<file path="src/rtl/manual_drive_ctrl.sv">
// Manual drive controller: filters WASD commands from the Arduino link, guards the link
// with a watchdog, and ramps speed through an OFF/STOPPED/RUN/BRAKE state machine.
module manual_drive_ctrl #(
  parameter int unsigned CMD_W          = 8,
  parameter int unsigned STABLE_CYCLES  = 4,
  parameter int unsigned TIMEOUT_CYCLES = 50_000_000,
  parameter int unsigned SPEED_W        = 8,
  parameter int unsigned SPEED_MAX      = 255,
  parameter int unsigned RAMP_DIV       = 1000,
  parameter int unsigned RAMP_STEP      = 8
) (
  input  logic               clk,
  input  logic               reset,
  input  logic [CMD_W-1:0]   cmd,
  input  logic               cmd_valid,
  input  logic               manual_on,
  output logic [8:0]         dir_onehot,
  output logic [SPEED_W-1:0] speed,
  output logic               timed_out
);

  localparam int unsigned DIR_W  = 9;
  localparam int unsigned STB_W  = $clog2(STABLE_CYCLES + 1);
  localparam int unsigned WD_W   = $clog2(TIMEOUT_CYCLES + 1);
  localparam int unsigned TICK_W = (RAMP_DIV > 1) ? $clog2(RAMP_DIV) : 1;
  localparam logic [DIR_W-1:0] DIR_STOP = 9'h100;

  typedef enum logic [1:0] {S_OFF, S_STOPPED, S_RUN, S_BRAKE} state_t;

  state_t             state, state_n;
  logic [DIR_W-1:0]   candidate, accepted, active_dir, active_n, dir_n;
  logic [STB_W-1:0]   stable_cnt;
  logic [WD_W-1:0]    wd_cnt;
  logic [TICK_W-1:0]  tick_cnt;
  logic [SPEED_W-1:0] speed_n, speed_up_c, speed_dn_c;
  logic [SPEED_W:0]   speed_sum_c;
  logic [DIR_W-1:0]   decoded_c;
  logic               wd_expire_c, tick_c;

  // Command byte to one-hot direction; anything outside the table means Stop.
  function automatic logic [DIR_W-1:0] decode(input logic [CMD_W-1:0] c);
    logic [DIR_W-1:0] d;
    d = DIR_STOP;
    if ((c >> 4) == '0) begin
      case (c[3:0])
        4'h1, 4'hA: d = 9'h001;
        4'h4:       d = 9'h002;
        4'h2:       d = 9'h004;
        4'h8:       d = 9'h008;
        4'h3:       d = 9'h010;
        4'h9:       d = 9'h020;
        4'h6:       d = 9'h040;
        4'hC:       d = 9'h080;
        default:    d = DIR_STOP;
      endcase
    end
    return d;
  endfunction

  assign decoded_c   = decode(cmd);
  assign wd_expire_c = !cmd_valid && (wd_cnt >= WD_W'(TIMEOUT_CYCLES - 1));
  assign tick_c      = (tick_cnt == TICK_W'(RAMP_DIV - 1));

  // Stability filter and accepted command; expiry discards the held candidate so
  // that resuming after a link loss needs a fresh stable run of samples.
  always_ff @(posedge clk) begin
    if (reset) begin
      candidate  <= DIR_STOP;
      stable_cnt <= '0;
      accepted   <= DIR_STOP;
    end else if (wd_expire_c) begin
      candidate  <= DIR_STOP;
      stable_cnt <= '0;
      accepted   <= DIR_STOP;
    end else begin
      if (stable_cnt == STB_W'(STABLE_CYCLES)) accepted <= candidate;
      if (cmd_valid) begin
        if (decoded_c == candidate) begin
          if (stable_cnt != STB_W'(STABLE_CYCLES)) stable_cnt <= stable_cnt + STB_W'(1);
        end else begin
          candidate  <= decoded_c;
          stable_cnt <= STB_W'(1);
        end
      end
    end
  end

  // Link watchdog.
  always_ff @(posedge clk) begin
    if (reset) begin
      wd_cnt    <= '0;
      timed_out <= 1'b0;
    end else if (cmd_valid) begin
      wd_cnt    <= '0;
      timed_out <= 1'b0;
    end else begin
      if (wd_cnt != WD_W'(TIMEOUT_CYCLES)) wd_cnt <= wd_cnt + WD_W'(1);
      if (wd_expire_c) timed_out <= 1'b1;
    end
  end

  assign speed_sum_c = {1'b0, speed} + (SPEED_W + 1)'(RAMP_STEP);
  assign speed_up_c  = (speed_sum_c > (SPEED_W + 1)'(SPEED_MAX)) ? SPEED_W'(SPEED_MAX)
                                                                  : speed_sum_c[SPEED_W-1:0];
  assign speed_dn_c  = (speed < SPEED_W'(RAMP_STEP)) ? '0 : speed - SPEED_W'(RAMP_STEP);

  // Next state, direction and speed; a state change suppresses the ramp step.
  always_comb begin
    state_n  = state;
    active_n = active_dir;
    speed_n  = speed;
    dir_n    = '0;
    if (!manual_on) begin
      state_n = S_OFF;
      speed_n = '0;
    end else begin
      case (state)
        S_OFF: state_n = S_STOPPED;
        S_STOPPED: begin
          if (accepted != DIR_STOP) begin
            state_n  = S_RUN;
            active_n = accepted;
          end
        end
        S_RUN: begin
          if (accepted != active_dir) state_n = S_BRAKE;
          else if (tick_c)            speed_n = speed_up_c;
        end
        S_BRAKE: begin
          if (accepted == active_dir) begin
            state_n = S_RUN;
          end else if (speed == '0) begin
            if (accepted == DIR_STOP) begin
              state_n = S_STOPPED;
            end else begin
              state_n  = S_RUN;
              active_n = accepted;
            end
          end else if (tick_c) begin
            speed_n = speed_dn_c;
          end
        end
        default: state_n = S_OFF;
      endcase
    end
    case (state_n)
      S_OFF:     dir_n = '0;
      S_STOPPED: dir_n = DIR_STOP;
      default:   dir_n = active_n;
    endcase
  end

  always_ff @(posedge clk) begin
    if (reset) begin
      state      <= S_OFF;
      active_dir <= DIR_STOP;
      tick_cnt   <= '0;
      dir_onehot <= '0;
      speed      <= '0;
    end else begin
      state      <= state_n;
      active_dir <= active_n;
      dir_onehot <= dir_n;
      speed      <= speed_n;
      if (state_n != state || tick_c) tick_cnt <= '0;
      else                            tick_cnt <= tick_cnt + TICK_W'(1);
    end
  end

endmodule

</file>
<file path="config.mk">
export PLATFORM = sky130hd
export DESIGN_NAME = manual_drive_ctrl
export DESIGN_NICKNAME = d
export VERILOG_FILES = /design/src/rtl/manual_drive_ctrl.sv
export SDC_FILE = /design/constraint.sdc
export NUM_CORES = 1
export LEC_CHECK = 0
export BUFFER_PORTS_ARGS = -buffer_cell sky130_fd_sc_hd__buf_2
export CAP_MARGIN = 20
export CORE_MARGIN = 5
export CORE_UTILIZATION = 35
export CTS_BUF_LIST = sky130_fd_sc_hd__clkbuf_4
export DETAILED_ROUTE_END_ITERATION = 12
export PLACE_DENSITY = 0.62
export REMOVE_ABC_BUFFERS = 1
export SETUP_SLACK_MARGIN = 0.2
export SLEW_MARGIN = 10
export SYNTH_ARGS = -nofsm -noshare
export SYNTH_HDL_FRONTEND = slang
export SYNTH_SLANG_ARGS = --single-unit
</file>
<file path="constraint.sdc">
create_clock -name clk -period 2.75 [get_ports clk]
set_clock_uncertainty 0.05 [all_clocks]
set_input_delay 0.1375 -clock clk [delete_from_list [all_inputs] [get_ports clk]]
set_output_delay 0.1375 -clock clk [all_outputs]
set_load 0.05 [all_outputs]
</file>
==> results.sh <==
export IMPL_fmax_ghz=0.412
export IMPL_design_core_area_um2=12100
export IMPL_hold_buffers=0
export IMPL_setup_violations_final=0
export IMPL_floorplan_io_pins=30
export IMPL_wl_per_cell_um=13.1
export IMPL_timing_critical_path_arrival_ns=2.70
export IMPL_worstHoldStart="cmd[3]"
export IMPL_drtAntennaViolNets=0
export IMPL_timing_critical_path_from_type="flip-flop"
export IMPL_hold_violations=0
export IMPL_hold_end="candidate[1]$_SDFFE_PP0P_"
export IMPL_grt_start_max_net_pins=28
export IMPL_timing_critical_path_slowest_cell_delay_ns=0.57
export IMPL_fp_dieH_um=122
export IMPL_antenna_violations_before_repair=0
export IMPL_setup_buffers_after_cts=0
export IMPL_number_of_standard_cells_in_the_layout_taps_in_and_fillers_out=730
export IMPL_r2r_end="dir_onehot[7]$_SDFF_PP0_"
export IMPL_crit_path_cell_trace="or4_1 -> or3_4 -> a31o_1 -> a211o_4 -> a32oi_1 -> nor2_1"
export IMPL_finish_instance_area_um2=4860
export IMPL_syn_area_per_cell_um2=8.12
export IMPL_min_path_cells=4
export IMPL_cts_root_buf="sky130_fd_sc_hd__clkbuf_4"
export IMPL_timing_max_transition_violations_final=0
export IMPL_leakage_uw=0.00174
export IMPL_cts_resized_gates=2
export IMPL_setup_repair_after_global_routing_missed_its_margin="no"
export IMPL_synth_top_area_cell="sky130_fd_sc_hd__dfxtp_1"
export IMPL_min_period_ns=2.43
export IMPL_setup_worst_path_end_class="flip-flop"
export IMPL_flow_area_growth_from_synthesis_pct=11.1
export IMPL_postSynthRegisterBits=84
export IMPL_regToRegSetupSlack_ns=0.32
export IMPL_clock_sinks=84
export IMPL_critPathRequiredTime_ns=3.02
export IMPL_ctsHtreeMaxLevel=3
export IMPL_clock_tree_from_tritoncts="yes"
export IMPL_grt_usage_pct=13.2
export IMPL_combined_area_of_all_synthesized_cells_um2=4380
export IMPL_place_inst=714
export IMPL_final_period_utilization_pct=88.3
export IMPL_ys_flop_type="sky130_fd_sc_hd__dfxtp_1"
export IMPL_place_hpwl_um=6730
export IMPL_synthDistinctLibCells=61
export IMPL_synth_most_common_cell="sky130_fd_sc_hd__dfxtp_1"
export IMPL_grt_overflow_total=0
export IMPL_startpoint_of_the_worst_register_to_register_path="speed[4]$_SDFFE_PP0P_"
export IMPL_critPathSlowestCell="sky130_fd_sc_hd__or4_1"
export IMPL_grt_first_pass_wirelength_um=16300
export IMPL_synth_enable_flop_cells=0
export IMPL_dpl_instance_area_um2=4660
export IMPL_netlist_instances=539
export IMPL_detailroute_via_count=3810
export IMPL_clk_insertion_delay_late_ns=0.42
export IMPL_totalWireLength_um=9530
export IMPL_drc=0
export IMPL_post_synth_top_area_share_pct=38.4
export IMPL_post_synth_main_area_contributors="sky130_fd_sc_hd__dfxtp_1 (38%), sky130_fd_sc_hd__xor2_1 (6.8%), sky130_fd_sc_hd__nand2_1 (5.2%), sky130_fd_sc_hd__nor2_1 (4.3%), sky130_fd_sc_hd__a21oi_1 (3.9%)"
export IMPL_fin_nets=577
export IMPL_clkTransAtPathRegs_ns=0.13
export IMPL_worst_r2r_cell_count=6
export IMPL_proportion_of_layout_cells_with_a_drive_suffix_above_1_pct=13.3
export IMPL_fin_setup_tns_ns=0
export IMPL_diodes_inserted=0
export IMPL_drt_pass1_iterations=4
export IMPL_pwr_density_cell_nw_per_um2=423
export IMPL_routed_via_density=5.22
export IMPL_path_max_fanout=7
export IMPL_globalplace_congestion=0.860
export IMPL_seq_area_frac_synth_pct=38.4
export IMPL_async_flop_share_pct=0
export IMPL_numPortBuffers=29
export IMPL_ys_warnings_count=0
export IMPL_maxCapViolCount=0
export IMPL_clockBufferDepth=2
export IMPL_holdCritPathClass="input pin to flip-flop"
export IMPL_outcome="finished clean"
export IMPL_detailed_route_iter0_violations=243
export IMPL_rows=40
export IMPL_floorplan_die_area_um2=14800
export IMPL_first_global_vias=3602
export IMPL_numCtsBuffers=9
export IMPL_critPathTopFamily="simple AND/OR/NAND/NOR gates"
export IMPL_slew_limit_headroom_pct=57.3
export IMPL_fill_cells=1260
export IMPL_criticalPathCategory="flip-flop to flip-flop"
export IMPL_ir_drop_v=0.000189
export IMPL_dieWidth_um=122
export IMPL_tightest_slew_ns=0.640
export IMPL_synth_cells_most_frequent="sky130_fd_sc_hd__dfxtp_1 (84), sky130_fd_sc_hd__nand2_1 (61), sky130_fd_sc_hd__nor2_1 (50)"
export IMPL_initial_utilization_pct=36.1
export IMPL_cp_num_buf_inv=0
[cell families after synthesis]
group / share of synthesized area [%]
adder cells (fa/ha/maj): 2.29
XOR/XNOR: 9.01
flip-flops: 38.4
AND/OR/NAND/NOR: 29.8
AO/OA/AOI/OAI: 13.8
buffers and inverters: 4.83
multiplexers: 1.86
[placed cells by master, fill, tap and decap left out, drive strengths merged, types with 10 or more instances in the layout]
| cell | Yosys | final |
|---|---|---|
| a21oi | 35 | 35 |
| a31oi | 10 | 10 |
| buf | 11 | 39 |
| clkbuf | 21 | 11 |
| dfxtp | 84 | 84 |
| inv | 16 | 16 |
| nand2 | 61 | 61 |
| nand3 | 20 | 20 |
| nand4 | 11 | 11 |
| nor2 | 50 | 50 |
| nor3 | 26 | 26 |
| nor4 | 24 | 24 |
| o21ai | 11 | 11 |
| xnor2 | 11 | 11 |
| xor2 | 34 | 34 |
[how the worst max path moves through the flow]
stage,startpoint,to,slack [ns],depth (start not counted)
global route,speed[4]$_SDFFE_PP0P_,dir_onehot[5]$_SDFF_PP0_,0.21,6
global placement,cmd[5],stable_cnt[1]$_SDFFE_PP0P_,0.19,7
floorplan,speed[5]$_SDFFE_PP0P_,dir_onehot[6]$_SDFF_PP0_,0.09,6
CTS,speed[4]$_SDFFE_PP0P_,dir_onehot[6]$_SDFF_PP0_,0.24,6
detailed placement,cmd[5],stable_cnt[1]$_SDFFE_PP0P_,0.11,7
finish,speed[4]$_SDFFE_PP0P_,dir_onehot[7]$_SDFF_PP0_,0.32,6
[power breakdown]
group          total, uW  switching (uW)  internal [uW]
clock network        694             400            294
logic                128            86.0           42.3
registers           1230            9.65           1230
[routing by layer]
metal	GRT usage (%)	routed length (um)	up-vias
met5	0	0	-
met4	4.55	112	0
met3	3.44	359	15
met2	21.8	4500	59
met1	16.6	4560	1764
li1	-	-	1972
[sequential cells by signal, indices dropped and copies added (netlist names)]
register and cells:
wd_cnt 26, accepted 9, timed_out 1, speed 6, tick_cnt 10, dir_onehot 9, candidate 9, state 2
stable_cnt 3, active_dir 9
[layout make-up]
| cell class | count | area (um2) | share of cell area, % |
|---|---|---|---|
| Multi-Input combinational cell | 406 | 2550 | 52.5 |
| Inverter | 17 | 63.8 | 1.31 |
| Timing Repair Buffer | 39 | 220 | 4.53 |
| Sequential cell | 84 | 1680 | 34.6 |
| Clock inverter | 5 | 52.6 | 1.08 |
| Tap cell | 168 | 210 | 4.32 |
| Clock buffer | 11 | 82.6 | 1.70 |
[worst min-delay path, cell delays in order]
cell and delay, ns:
sky130_fd_sc_hd__buf_2 0.15, sky130_fd_sc_hd__nor3_1 0.08, sky130_fd_sc_hd__o211ai_1 0.08, sky130_fd_sc_hd__a21oi_1 0.07
[through the flow]
stage	hold WS [ns]	total power, uW	setup WS [ns]	util [%]
2_1_floorplan	0.157	1330	0.0891	-
3_3_place_gp	0.399	1380	0.195	38.5
3_5_place_dp	0.410	1380	0.114	38.5
4_1_cts	0.0334	2090	0.241	39.7
5_1_grt	0.0449	2150	0.210	40.1
6_report	0.0729	2060	0.322	40.1
Power figures use the tool's default switching activity.
